$ cat config.mk
export PLATFORM = sky130hd
export DESIGN_NAME = buff16_seq_ctrl_flat
export DESIGN_NICKNAME = d
export VERILOG_FILES = /design/src/rtl/buff16_seq_ctrl_if.sv /design/src/rtl/buff16_seq_ctrl.sv /design/src/flat_wrapper.sv
export SDC_FILE = /design/constraint.sdc
export NUM_CORES = 1
export LEC_CHECK = 0
export CAP_MARGIN = 20
export CORE_MARGIN = 3
export CORE_UTILIZATION = 63
export CTS_BUF_LIST = sky130_fd_sc_hd__clkbuf_8 sky130_fd_sc_hd__clkbuf_16
export CTS_CLUSTER_SIZE = 14
export DETAILED_ROUTE_END_ITERATION = 12
export DONT_BUFFER_PORTS = 1
export PLACE_DENSITY = 0.79
export SLEW_MARGIN = 20
export SYNTH_ARGS = -nofsm -noshare
export SYNTH_HDL_FRONTEND = slang
export SYNTH_SLANG_ARGS = --single-unit
$ cat constraint.sdc
create_clock -name clk -period 2.1 [get_ports clk]
set_input_delay 0.315 -clock clk [delete_from_list [all_inputs] [get_ports clk]]
set_output_delay 0.315 -clock clk [all_outputs]
set_load 0.02 [all_outputs]
$ cat src/rtl/buff16_seq_ctrl_if.sv
// Filter-buffer sequencer bus: run control in, memory read request and filter-buffer control out.
interface buff16_seq_ctrl_if #(
    parameter int ADDR_W = 8,
    parameter int PASS_W = 8
);
    logic              start;
    logic [ADDR_W-1:0] base_addr;
    logic [PASS_W-1:0] num_passes;
    logic              out_ready;
    logic              mem_rd_en;
    logic [ADDR_W-1:0] mem_addr;
    logic              buf_clr;
    logic              buf_write_en;
    logic [5:0]        buf_row;
    logic              buf_read_en;
    logic              data_valid;
    logic              busy;
    logic              done;
    logic [PASS_W-1:0] pass_idx;

    modport master (
        output start, base_addr, num_passes, out_ready,
        input  mem_rd_en, mem_addr, buf_clr, buf_write_en, buf_row,
               buf_read_en, data_valid, busy, done, pass_idx
    );

    modport slave (
        input  start, base_addr, num_passes, out_ready,
        output mem_rd_en, mem_addr, buf_clr, buf_write_en, buf_row,
               buf_read_en, data_valid, busy, done, pass_idx
    );
endinterface

$ cat src/rtl/buff16_seq_ctrl.sv
// Loads four 32-bit filter rows from main memory, then streams the 16 filter bytes num_passes times.
// First read strobe 5+MEM_LAT cycles after start; out_ready low stalls byte issue only, never the pipeline.
module buff16_seq_ctrl #(
    parameter int ADDR_W  = 8,
    parameter int MEM_LAT = 1,
    parameter int PASS_W  = 8
) (
    input logic             clk,
    input logic             rst,
    buff16_seq_ctrl_if.slave bus
);
    typedef enum logic [2:0] {
        S_IDLE, S_LOAD, S_DRAIN, S_STREAM, S_FLUSH, S_DONE
    } state_t;

    state_t            state, nxt;
    logic [ADDR_W-1:0] base_q;
    logic [PASS_W-1:0] np_q;
    logic [PASS_W-1:0] pass_q;
    logic [1:0]        ld_cnt;
    logic [3:0]        byte_cnt;
    logic              dv_q;
    logic              vld_pipe [MEM_LAT];
    logic [1:0]        row_pipe [MEM_LAT];

    logic wr_vld;
    logic [1:0] wr_row;
    logic rd_en;
    logic last_strobe;

    assign wr_vld      = vld_pipe[MEM_LAT-1];
    assign wr_row      = row_pipe[MEM_LAT-1];
    assign rd_en       = (state == S_STREAM) && bus.out_ready;
    assign last_strobe = rd_en && (byte_cnt == 4'hF) && (pass_q == np_q - 1'b1);

    always_ff @(posedge clk or negedge rst) begin
        if (!rst) state <= S_IDLE;
        else      state <= nxt;
    end

    always_comb begin
        nxt = state;
        case (state)
            S_IDLE:   if (bus.start) nxt = S_LOAD;
            S_LOAD:   if (ld_cnt == 2'd3) nxt = S_DRAIN;
            // Streaming only begins once the row-3 write has landed, so reads never overlap writes
            S_DRAIN:  if (wr_vld && wr_row == 2'd3) nxt = (np_q == '0) ? S_FLUSH : S_STREAM;
            S_STREAM: if (last_strobe) nxt = S_FLUSH;
            S_FLUSH:  nxt = S_DONE;
            S_DONE:   nxt = S_IDLE;
            default:  nxt = S_IDLE;
        endcase
    end

    always_comb begin
        bus.mem_rd_en    = (state == S_LOAD);
        bus.mem_addr     = (state == S_LOAD) ? base_q + ADDR_W'(ld_cnt) : '0;
        bus.buf_clr      = (state == S_LOAD) && (ld_cnt == 2'd0);
        bus.buf_write_en = wr_vld;
        bus.buf_row      = wr_vld ? {4'b0000, wr_row} : 6'd0;
        bus.buf_read_en  = rd_en;
        bus.data_valid   = dv_q;
        bus.busy         = (state != S_IDLE);
        bus.done         = (state == S_DONE);
        bus.pass_idx     = pass_q;
    end

    always_ff @(posedge clk or negedge rst) begin
        if (!rst) begin
            base_q   <= '0;
            np_q     <= '0;
            pass_q   <= '0;
            ld_cnt   <= '0;
            byte_cnt <= '0;
            dv_q     <= 1'b0;
            for (int i = 0; i < MEM_LAT; i++) begin
                vld_pipe[i] <= 1'b0;
                row_pipe[i] <= 2'd0;
            end
        end else begin
            dv_q        <= rd_en;
            vld_pipe[0] <= (state == S_LOAD);
            row_pipe[0] <= ld_cnt;
            for (int i = 1; i < MEM_LAT; i++) begin
                vld_pipe[i] <= vld_pipe[i-1];
                row_pipe[i] <= row_pipe[i-1];
            end
            case (state)
                S_IDLE: if (bus.start) begin
                    base_q   <= bus.base_addr;
                    np_q     <= bus.num_passes;
                    pass_q   <= '0;
                    ld_cnt   <= '0;
                    byte_cnt <= '0;
                end
                S_LOAD: ld_cnt <= ld_cnt + 2'd1;
                S_STREAM: if (rd_en) begin
                    byte_cnt <= byte_cnt + 4'd1;
                    if (byte_cnt == 4'hF) pass_q <= pass_q + 1'b1;
                end
                default: ;
            endcase
        end
    end
endmodule

$ cat src/flat_wrapper.sv
// flat-port wrapper written by rule: the top's interface ports become plain ports
module buff16_seq_ctrl_flat 
#(
    parameter int ADDR_W  = 8,
    parameter int MEM_LAT = 1,
    parameter int PASS_W  = 8
)
  (clk, rst, bus_start, bus_base_addr, bus_num_passes, bus_out_ready, bus_mem_rd_en, bus_mem_addr, bus_buf_clr, bus_buf_write_en, bus_buf_row, bus_buf_read_en, bus_data_valid, bus_busy, bus_done, bus_pass_idx);
  buff16_seq_ctrl_if #(.ADDR_W(ADDR_W), .PASS_W(PASS_W)) bus_i ();
  input logic clk;
  input logic rst;
  input wire logic [$bits(bus_i.start)-1:0] bus_start;
  input wire logic [$bits(bus_i.base_addr)-1:0] bus_base_addr;
  input wire logic [$bits(bus_i.num_passes)-1:0] bus_num_passes;
  input wire logic [$bits(bus_i.out_ready)-1:0] bus_out_ready;
  output wire logic [$bits(bus_i.mem_rd_en)-1:0] bus_mem_rd_en;
  output wire logic [$bits(bus_i.mem_addr)-1:0] bus_mem_addr;
  output wire logic [$bits(bus_i.buf_clr)-1:0] bus_buf_clr;
  output wire logic [$bits(bus_i.buf_write_en)-1:0] bus_buf_write_en;
  output wire logic [$bits(bus_i.buf_row)-1:0] bus_buf_row;
  output wire logic [$bits(bus_i.buf_read_en)-1:0] bus_buf_read_en;
  output wire logic [$bits(bus_i.data_valid)-1:0] bus_data_valid;
  output wire logic [$bits(bus_i.busy)-1:0] bus_busy;
  output wire logic [$bits(bus_i.done)-1:0] bus_done;
  output wire logic [$bits(bus_i.pass_idx)-1:0] bus_pass_idx;
  assign bus_i.start = bus_start;
  assign bus_i.base_addr = bus_base_addr;
  assign bus_i.num_passes = bus_num_passes;
  assign bus_i.out_ready = bus_out_ready;
  assign bus_mem_rd_en = bus_i.mem_rd_en;
  assign bus_mem_addr = bus_i.mem_addr;
  assign bus_buf_clr = bus_i.buf_clr;
  assign bus_buf_write_en = bus_i.buf_write_en;
  assign bus_buf_row = bus_i.buf_row;
  assign bus_buf_read_en = bus_i.buf_read_en;
  assign bus_data_valid = bus_i.data_valid;
  assign bus_busy = bus_i.busy;
  assign bus_done = bus_i.done;
  assign bus_pass_idx = bus_i.pass_idx;
  buff16_seq_ctrl #(.ADDR_W(ADDR_W), .MEM_LAT(MEM_LAT), .PASS_W(PASS_W)) u_core (.clk(clk), .rst(rst), .bus(bus_i));
endmodule
==> results of run 1 <==
[worst reg2reg max path, delay by kind of cell (launching register included)]
kind,cells,cell delay (ns)
AOI/OAI and AO/OA,2,0.18
buffers and inverters,2,0.25
DFF,1,0.39
and+or+nand+nor,3,1.12
[layer usage]
layer / GRT usage / share of wire / wire length [um] / vias up
met5: 0 / 0 / 0 / -
met4: 0.0950 / 0.025 / 124 / 0
met3: 0.0745 / 0.061 / 295 / 11
met2: 0.402 / 0.49 / 2380 / 56
met1: 0.316 / 0.43 / 2070 / 834
li1: - / - / - / 824
[report_power, final]
part / leakage, nW / switching [W] / total (W) / internal (W)
clock: 0.0491 / 0.000254 / 0.000479 / 0.000225
sequential: 0.477 / 0.000259 / 0.00122 / 0.000956
combinational: 0.651 / 0.00108 / 0.00179 / 0.000710
[layout make-up]
class | instances | area, um^2
clock buffers | 5 | 68.8
clock inverters | 3 | 13.8
fillers | 241 | 693
inverters | 10 | 37.5
multi-input cells | 183 | 1180
flip-flops and latches | 37 | 927
well taps | 44 | 55.1
repair buffers | 21 | 173
[cell usage in the layout (no fill, tap or decap), types with 2 or more instances in the layout]
cell type,n
clkbuf_8,5
a21oi_1,4
xnor2_1,12
nor4_1,2
ha_1,8
a21o_1,2
nor3_1,9
nand2_1,53
and4_1,2
conb_1,4
and3_1,4
nor2_1,16
buf_4,19
clkinv_2,2
nand4_1,5
and2_1,4
o31ai_1,2
nor2_2,6
inv_1,11
nor2b_1,4
xor2_1,14
nand3_1,8
o21ai_0,4
dfrtp_1,36
[worst min path at each step]
stage / start / to / slack (ns)
after floorplan: rst / u_core.base_q[0]$_DFFE_PN0P_ / 0.02
after global placement: rst / u_core.row_pipe[1]$_DFF_PN0_ / 0.02
after CTS: bus_num_passes[4] / u_core.np_q[4]$_DFFE_PN0P_ / 0.12
after detailed placement: rst / u_core.row_pipe[0]$_DFF_PN0_ / 0.02
final: bus_base_addr[4] / u_core.base_q[4]$_DFFE_PN0P_ / 0.13
after global routing: bus_base_addr[6] / u_core.base_q[6]$_DFFE_PN0P_ / 0.13
[state kept, by name, indices dropped and copies added, names as in the netlist]
signal	cells
u_core.base_q	8
u_core.bus.pass_idx	8
u_core.np_q	8
u_core.byte_cnt	4
u_core.state	3
u_core.ld_cnt	2
u_core.row_pipe	2
u_core.bus.buf_write_en	1
u_core.bus.data_valid	1
[metrics by stage]
step                power [W]  hold slack, ns  area [um^2]  instances   util
global route          0.00373           0.128         2460        303  0.780
floorplan             0.00239          0.0194         2160        244      -
CTS                   0.00329           0.118         2370        298  0.752
finish                0.00348           0.126         2460        303  0.780
detailed placement    0.00273          0.0206         2240        287  0.710
global placement      0.00267          0.0206         2240        287  0.710
[logic make-up (layout without fill, tap and decap cells)]
family,Yosys count,after routing,synth area share
other,1,4,0.00174
AOI/OAI and AO/OA,20,20,0.0652
and+or+nand+nor,123,123,0.282
buffers and inverters,24,39,0.0530
adders and majority gates,9,9,0.0559
xor gates and xnor gates,26,26,0.106
DFF,37,37,0.431
muxes,1,1,0.00524
[what timing repair did]
item | 4_1_cts | 5_1_grt
hold endpoints to repair | 37 | 0
pin swaps | 1 | 5
resized for setup | 6 | 9
buffers inserted | 1 | 5
endpoints found under the setup margin | 5 | 6
hold buffers | 2 | 0
==> reports/metrics.yaml, run 1 <==
status: "finished, final reports clean"
reg2reg_setup_slack_ns: 0.02
crit_end: "u_core.state[0]$_DFFE_PN0P_"
numPortBuffers: 0
clk_latency_ns: 0.29
core_mm2: 0.00315
vias: 1725
layout_min_cycle_time_ns: 2.08
syn_area_per_cell_um2: 8.92
wl_per_cell_um: 16.1
grt_use_total: 0.249
gr-total-overflow: 0
powerDensity_mw_per_mm2: 1420
ys_types: 42
antenna-diode-count: 0
period_share: 0.989
slew_headroom: 0.603
start_util: 0.682
finalSetupViolations: 0
yosys-top-cells-area: "dfrtp_1 43%, nand2_1 9.4%, xor2_1 5.7%"
yosysTopAreaCellShare: 0.431
die_w_um: 64.4
min_path_cells: 2
r2r_end: "u_core.state[0]$_DFFE_PN0P_"
startpoint: "u_core.np_q[2]$_DFFE_PN0P_"
critPathMaxStageDelay_ns: 0.59
setup_tns_ns: 0
route.detailed.drc: 0
drive_above_1_share: 0.178
peakVddDrop_mv: 0.785
cts.clk_slew.worst_paths_ns: 0.07
hp-class: "input port to flop"
clockBufferDepth: 2
root_buffer: "clkbuf_8"
synth_top_area_cell: "dfrtp_1"
grt_pass1_vias: 1668
gp_congestion: 0.999
drv_cap: 0
pre_cts_slack_ns: 0.118
synth_most_common_cell: "nand2_1"
final_nets: 287
skew_ns: 0.00719
cts_buffers: 5
area_growth_pct: 14.4
htreeDepth: 2
cp_top_family: "simple AND/OR/NAND/NOR gates"
reg2reg_depth: 7
worst_setup_path_start_kind: "flop"
worstSetupPathType: "flop to flop"
io_pins: 49
worstMarginPinSlew_ns: 0.594
clock-sinks: 37
ant_nets: 0
synth_edf_count: 0
arrival_ns: 2.23
synth-main-ff-cell: "dfrtp_1"
synth_seq_area_share: 0.431
wirelength_um: 4870
ys_warn_count: 0
report.final.slew_viol_count: 0
timing.final.ws_setup_ns: 0.0222
crit_path_end_kind: "flop"
r2r_start: "u_core.np_q[2]$_DFFE_PN0P_"
crit_chain: "or4_4 -> nor4b_4 -> buf_4 -> buf_4 -> o31ai_1 -> nor3_1 -> a21oi_1"
path_max_fanout: 3
antenna_found_initial: 0
cp.required_ns: 2.26
synthCells: 241
hold_violations: 0
postSynth.asyncResetShare: 1.00
drtIter0Drc: 122
p_leak_nw: 1.18
dp_hpwl_um: 3300
cts_tree: "done"
synthTopCellsByCount: "54 x nand2_1, 37 x dfrtp_1, 22 x nor2_1, 14 x xor2_1, 12 x xnor2_1"
dieArea_mm2: 0.00415
crit_buf_inv: 2
die_h_um: 64.4
path_depth: 7
cp_slowest_cell: "or4_4"
rows: 20
vias_per_cell: 5.69
grt_pass1_wl_um: 7780
first_pass_iters: 4
grt_max_degree: 38
netlist_area_mm2: 0.00215
timing.critical_path.mode_cell: "buf_4"
ys_ff_latch: 37
clock.fmax_mhz: 481
(Power assumes the default switching activity.)
==> run 2: changes to the inputs <==
--- a/config.mk
+++ b/config.mk
@@ -6,13 +6,15 @@
 export NUM_CORES = 1
 export LEC_CHECK = 0
 export CAP_MARGIN = 20
+export CELL_PAD_IN_SITES_DETAIL_PLACEMENT = 1
+export CELL_PAD_IN_SITES_GLOBAL_PLACEMENT = 1
 export CORE_MARGIN = 3
-export CORE_UTILIZATION = 63
+export CORE_UTILIZATION = 47
 export CTS_BUF_LIST = sky130_fd_sc_hd__clkbuf_8 sky130_fd_sc_hd__clkbuf_16
 export CTS_CLUSTER_SIZE = 14
 export DETAILED_ROUTE_END_ITERATION = 12
 export DONT_BUFFER_PORTS = 1
-export PLACE_DENSITY = 0.79
+export PLACE_DENSITY_LB_ADDON = 0.1
 export SLEW_MARGIN = 20
 export SYNTH_ARGS = -nofsm -noshare
 export SYNTH_HDL_FRONTEND = slang
==> constraint.sdc (replaced) <==
create_clock -name clk -period 2.2 [get_ports clk]
set_input_delay 0.33 -clock clk [delete_from_list [all_inputs] [get_ports clk]]
set_output_delay 0.33 -clock clk [all_outputs]
set_load 0.02 [all_outputs]
==> run 2 against run 1 <==
Against the previous run: first-iteration DRC count decreased by 39%; critical path type unchanged; clock power decreased by 2%; largest cell class unchanged; highest routed layer unchanged; worst setup slack improved by 0.057 ns; sequential power about the same.
==> reports/metrics.yaml, run 2 (synthesis results as in run 1) <==
status: "finished, final reports clean"
critPathMaxStageDelay_ns: 0.62  # +0.03 ns
numPortBuffers: 0  # unchanged
vias_per_cell: 5.72  # +0.40%
vias: 1709  # -0.93%
peakVddDrop_mv: 0.691  # -12%
start_util: 0.512  # -0.170
grt_max_degree: 38  # unchanged
arrival_ns: 2.26  # +0.03 ns
top_usage_layer: "met2"
final_common_cell: "nand2_1"
path_max_fanout: 8  # +5
root_buffer: "clkbuf_8"
worstMarginPinSlew_ns: 0.665  # +0.0710 ns
cp_slowest_cell: "or4_4"
ant_nets: 0  # unchanged
worstSetupPathType: "flop to flop"
powerDensity_mw_per_mm2: 1350  # -4.8%
die_h_um: 73.6  # +14%
area_growth_pct: 11.2
die_w_um: 73.6  # +14%
gp_congestion: 0.891  # -11%
layout_min_cycle_time_ns: 2.12  # +0.0429 ns
drv_cap: 0  # unchanged
grt_pass1_wl_um: 8780  # +13%
register_area_um2: 927  # unchanged
pre_cts_slack_ns: 0.105  # -0.0133 ns
final_nets: 278  # -3.1%
hold_ws_ns: 0.156  # +0.0293 ns
clock-sinks: 37  # unchanged
crit_chain: "or4_4 -> nor4b_4 -> a21oi_1 -> a2111oi_2 -> a221oi_1"
io_pins: 49  # unchanged
power.share.clock: 0.146  # +0.009
report.final.slew_viol_count: 0  # unchanged
combPwrFrac: 0.475  # -0.039
clockBufferDepth: 2  # unchanged
p_switching_w: 0.00149  # -6.5%
slew_headroom: 0.545  # -0.0579
core_mm2: 0.00420  # +33%
multi_input_area_mm2: 0.00117  # -1.1%
finalSetupViolations: 0  # unchanged
final_cell_mix: "54 x nand2_1, 36 x dfrtp_1, 16 x nor2_1"
period_share: 0.964  # -0.0255
drtIter0Drc: 74  # -39%
htreeDepth: 2  # unchanged
hp-class: "input port to flop"
intPower_w: 0.00173  # -8.3%
first_pass_iters: 4  # unchanged
cp.required_ns: 2.34  # +0.08 ns
rows: 23  # +15%
wirelength_um: 5460  # +12%
grt_use_total: 0.213  # -0.0360
p_leak_nw: 1.13  # -3.9%
crit_path_end_kind: "flop"
hold_violations: 0  # unchanged
clock.fmax_mhz: 472  # -2.0%
grt_pass1_vias: 1864  # +12%
dp_hpwl_um: 4040  # +23%
antenna_found_initial: 0  # unchanged
worst_setup_path_start_kind: "flop"
grtUsageMet2: 0.375  # -0.0271
gr-total-overflow: 0  # unchanged
cts.clk_slew.worst_paths_ns: 0.07  # about the same
clk_latency_ns: 0.28  # about the same
cts_tree: "done"
wl_per_cell_um: 18.3  # +14%
timing.final.ws_setup_ns: 0.0792  # +0.0571 ns
antenna-diode-count: 0  # unchanged
cp_top_family: "simple AND/OR/NAND/NOR gates"
fillCellCount: 503  # +110%
grtUsageMet3: 0.0547  # -0.0198
seq_power_share: 0.379  # +0.030
grt_util_met1: 0.252  # -0.0636
dieArea_mm2: 0.00542  # +31%
drive_above_1_share: 0.137  # -0.0411
cts_buffers: 5  # unchanged
swShare: 0.462  # +0.00498
route.detailed.drc: 0  # unchanged
skew_ns: 0.00658  # -0.000613 ns
crit_buf_inv: 0  # -2
run 2: per-stage QoR:
step | cells | util | setup TNS (ns) | instance area, um^2 | total power (W)
after global placement | 290 | 0.529 | 0 | 2220 | 0.00253
after CTS | 299 | 0.559 | 0 | 2350 | 0.00317
after global routing | 299 | 0.569 | -0.00933 | 2390 | 0.00347
after floorplan | 244 | - | 0 | 2160 | 0.00228
final | 299 | 0.569 | 0 | 2390 | 0.00322
after detailed placement | 290 | 0.529 | 0 | 2220 | 0.00264
run 2: layout make-up:
class                      count  area share
sequential                    37       0.388
multi-input combinational    183       0.490
timing repair buffer          12      0.0440
clock inverter                 1     0.00157
tap                           50      0.0262
inverter                      10      0.0157
clock buffer                   6      0.0345
run 2: power groups by stage:
stage | clock [W] | combinational, W | sequential, W
floorplan | 0 | 0.00115 | 0.00113
global placement | 0 | 0.00134 | 0.00119
detailed placement | 0 | 0.00142 | 0.00121
CTS | 0.000489 | 0.00148 | 0.00120
global route | 0.000521 | 0.00170 | 0.00125
finish | 0.000471 | 0.00153 | 0.00122
run 2: worst paths after layout:
path                                              start                      endpoint  slack (ns)  depth (start not counted)
max                          u_core.np_q[2]$_DFFE_PN0P_   u_core.state[1]$_DFFE_PN0P_        0.08                          5
min                                    bus_base_addr[5]  u_core.base_q[5]$_DFFE_PN0P_        0.16                          2
max reg2reg                  u_core.np_q[2]$_DFFE_PN0P_   u_core.state[1]$_DFFE_PN0P_        0.08                          5
min reg2reg                u_core.ld_cnt[0]$_DFFE_PN0P_  u_core.row_pipe[0]$_DFF_PN0_        0.47                          0
max in group asynchronous                           rst  u_core.ld_cnt[0]$_DFFE_PN0P_        1.51                          2
min in group asynchronous                           rst  u_core.row_pipe[1]$_DFF_PN0_        0.50                          2
run 2: timing repair:
action / in CTS / in global routing
pin swaps: 0 / 0
buffers inserted: 0 / 0
resized for setup: 4 / 9
hold buffers: 2 / 0
endpoints found under the hold margin: 37 / 0
setup endpoints to repair: 3 / 5
run 2: layer usage:
layer	wire length, um	part of all wire
met5	0	0
met4	70	0.013
met3	251	0.046
met2	2840	0.52
met1	2300	0.42
==> run 3: changes to the inputs <==
--- a/config.mk
+++ b/config.mk
@@ -8,6 +8,7 @@
 export CAP_MARGIN = 20
 export CELL_PAD_IN_SITES_DETAIL_PLACEMENT = 1
 export CELL_PAD_IN_SITES_GLOBAL_PLACEMENT = 1
+export CORE_ASPECT_RATIO = 0.9
 export CORE_MARGIN = 3
 export CORE_UTILIZATION = 47
 export CTS_BUF_LIST = sky130_fd_sc_hd__clkbuf_8 sky130_fd_sc_hd__clkbuf_16
==> run 3 against run 2 <==
Against the previous run: wire length is 3.6% lower; worst hold slack worse by 0.0036 ns; critical path depth stayed put; combinational power is 4% lower; non-clock buffer count is 1 lower; maximum frequency is 0.17% lower; design area is 1.1% lower; via count is 2.0% lower; largest power group unchanged; clock power is 4.7% lower; final cell count is 3.3% higher; largest cell class unchanged; sequential power hardly changed.
==> reports/metrics.yaml, run 3 (synthesis results as in run 1) <==
reg2reg_depth: 5  # unchanged
critPathMaxStageDelay_ns: 0.46  # -0.16 ns
cts_tree: "done"
hp-class: "input port to flop"
grt_pass1_vias: 1822  # -2.3%
hp-start: "bus_base_addr[7]"
die_h_um: 70.2  # -4.7%
layout_min_cycle_time_ns: 2.12  # +0.00351 ns
final_common_cell: "nand2_1"
dieArea_mm2: 0.00542  # about the same
peakVddDrop_mv: 0.653  # -5.5%
gp_congestion: 0.896  # +0.53%
io_pins: 49  # unchanged
cts.clk_slew.worst_paths_ns: 0.08  # about the same
rsz0062_at_grt: "yes"
rows: 22  # -4.3%
ant_nets: 0  # unchanged
hold_violations: 0  # unchanged
worst_setup_path_start_kind: "flop"
worstMarginPinSlew_ns: 0.830  # +0.166 ns
skew_ns: 0.00400  # -0.00258 ns
first_pass_iters: 4  # unchanged
final_nets: 277  # -0.36%
crit_chain: "ha_1 -> a21o_1 -> nand3_1 -> xor2_1 -> nor2_1"
setup_tns_ns: 0  # unchanged
reg2reg_setup_slack_ns: 0.14  # +0.06 ns
powerDensity_mw_per_mm2: 1320  # -2.1%
fillCellCount: 536  # +6.6%
root_buffer: "clkbuf_8"
cp.required_ns: 1.87  # -0.47 ns
die_w_um: 77.3  # +5.0%
post_cts_buffers: 0  # unchanged
r2r_start: "u_core.np_q[2]$_DFFE_PN0P_"
dp_hpwl_um: 4030  # -0.20%
grt_pass1_wl_um: 9050  # +3.1%
start_util: 0.507  # -0.00453
slew_headroom: 0.432  # -0.113
arrival_ns: 1.79  # -0.47 ns
htreeDepth: 2  # unchanged
area_growth_pct: 10.0
grt_max_degree: 38  # unchanged
p_switching_w: 0.00144  # -3.0%
clock-sinks: 37  # unchanged
min_to: "u_core.base_q[7]$_DFFE_PN0P_"
drive_above_1_share: 0.116  # -0.0201
drtIter0Drc: 90  # +22%
path_max_fanout: 5  # -3
power.share.clock: 0.144  # -0.002
vias_per_cell: 5.42  # -5.2%
min_path_cells: 2  # unchanged
p_leak_nw: 1.12  # -0.85%
wl_per_cell_um: 17.0  # -6.8%
cp_slowest_cell: "dfrtp_1"
status: "finished, final reports clean"
clk_latency_ns: 0.28  # about the same
core_mm2: 0.00424  # +0.89%
path_depth: 5  # unchanged
intPower_w: 0.00168  # -3.4%
numPortBuffers: 0  # unchanged
seq_power_share: 0.385  # +0.006
antenna_found_initial: 0  # unchanged
place_inst: 299  # +3.1%
swShare: 0.463  # +0.000988
r2r_end: "u_core.state[1]$_DFFE_PN0P_"
clockBufferDepth: 2  # unchanged
crit_buf_inv: 0  # unchanged
report.final.slew_viol_count: 0  # unchanged
cp_top_family: "flip-flops"
drv_cap: 0  # unchanged
clock.fmax_mhz: 471  # -0.17%
grt_use_total: 0.210  # -0.00261
antenna-diode-count: 0  # unchanged
combPwrFrac: 0.471  # -0.004
period_share: 0.966  # +0.00159
finalNonFillerCells: 309  # +3.3%
route.detailed.drc: 0  # unchanged
finalSetupViolations: 0  # unchanged
crit_path_end_kind: "primary output"
wirelength_um: 5260  # -3.6%
final_cell_mix: "54 x nand2_1, 37 x dfrtp_1, 18 x nor2_1"
gr-total-overflow: 0  # unchanged
worstSetupPathType: "flop to primary output"
cts_buffers: 5  # unchanged
vias: 1674  # -2.0%
run 3: cell types whose count changed in the layout (fill, tap and decap cells not counted), sizes merged:
cell    change
clkbuf      -1
clkinv      +2
buf         -1
run 3: power groups by stage:
| stage | Sequential (W) | Combinational, W | Clock [W] |
|---|---|---|---|
| 2_1_floorplan | 0.00113 | 0.00115 | 0 |
| 4_1_cts | 0.00120 | 0.00146 | 0.000465 |
| 5_1_grt | 0.00124 | 0.00166 | 0.000495 |
| 3_5_place_dp | 0.00121 | 0.00141 | 0 |
| 3_3_place_gp | 0.00118 | 0.00133 | 0 |
| 6_report | 0.00120 | 0.00147 | 0.000449 |
run 3: final cells by class:
cell class                 count  area [um^2]  share of cell area
clock buffer                   5         68.8              0.0291
clock inverter                 3         13.8             0.00582
inverter                      10         37.5              0.0159
multi-input combinational    183         1150               0.485
sequential                    37          926               0.392
tap                           60         75.1              0.0317
timing repair buffer          11         97.6              0.0413
run 3: per-stage QoR:
stage / hold slack [ns] / setup WS (ns) / total power, W / utilization / area, um^2
2_1_floorplan: 0.0344 / 0.285 / 0.00228 / - / 2160
3_3_place_gp: 0.0354 / 0.240 / 0.00252 / 0.525 / 2230
3_5_place_dp: 0.0355 / 0.160 / 0.00262 / 0.525 / 2230
4_1_cts: 0.146 / 0.00525 / 0.00312 / 0.554 / 2350
5_1_grt: 0.146 / -0.0452 / 0.00340 / 0.558 / 2360
6_report: 0.152 / 0.0757 / 0.00312 / 0.558 / 2360
run 3: worst register-to-register path, delay by kind of cell, from the launching register on:
| family | cells | cell delay [ns] |
|---|---|---|
| simple gates | 2 | 0.94 |
| compound gates | 3 | 0.51 |
| flops | 1 | 0.47 |
run 3: routing by layer:
layer	vias up	wire length [um]	track usage
met3	2	219	0.0528
met4	0	19	0.0415
met2	32	2720	0.368
li1	809	-	-
met1	831	2310	0.263
met5	-	0	0
run 3: worst max path at each step:
stage / slack, ns / end / from
2_1_floorplan: 0.28 / u_core.state[1]$_DFFE_PN0P_ / u_core.np_q[2]$_DFFE_PN0P_
3_3_place_gp: 0.24 / u_core.state[1]$_DFFE_PN0P_ / u_core.np_q[2]$_DFFE_PN0P_
3_5_place_dp: 0.16 / u_core.state[1]$_DFFE_PN0P_ / u_core.np_q[2]$_DFFE_PN0P_
4_1_cts: 0.005 / bus_mem_addr[6] / u_core.ld_cnt[0]$_DFFE_PN0P_
5_1_grt: -0.05 / bus_mem_addr[3] / u_core.state[1]$_DFFE_PN0P_
6_report: 0.08 / bus_mem_addr[7] / u_core.ld_cnt[1]$_DFFE_PN0P_
run 3: timing repair:
item / CTS / global route
endpoints found under the setup margin: 3 / 5
endpoints found under the hold margin: 37 / 0
pin swaps: 0 / 1
resized for setup: 3 / 4
hold buffers: 2 / 0
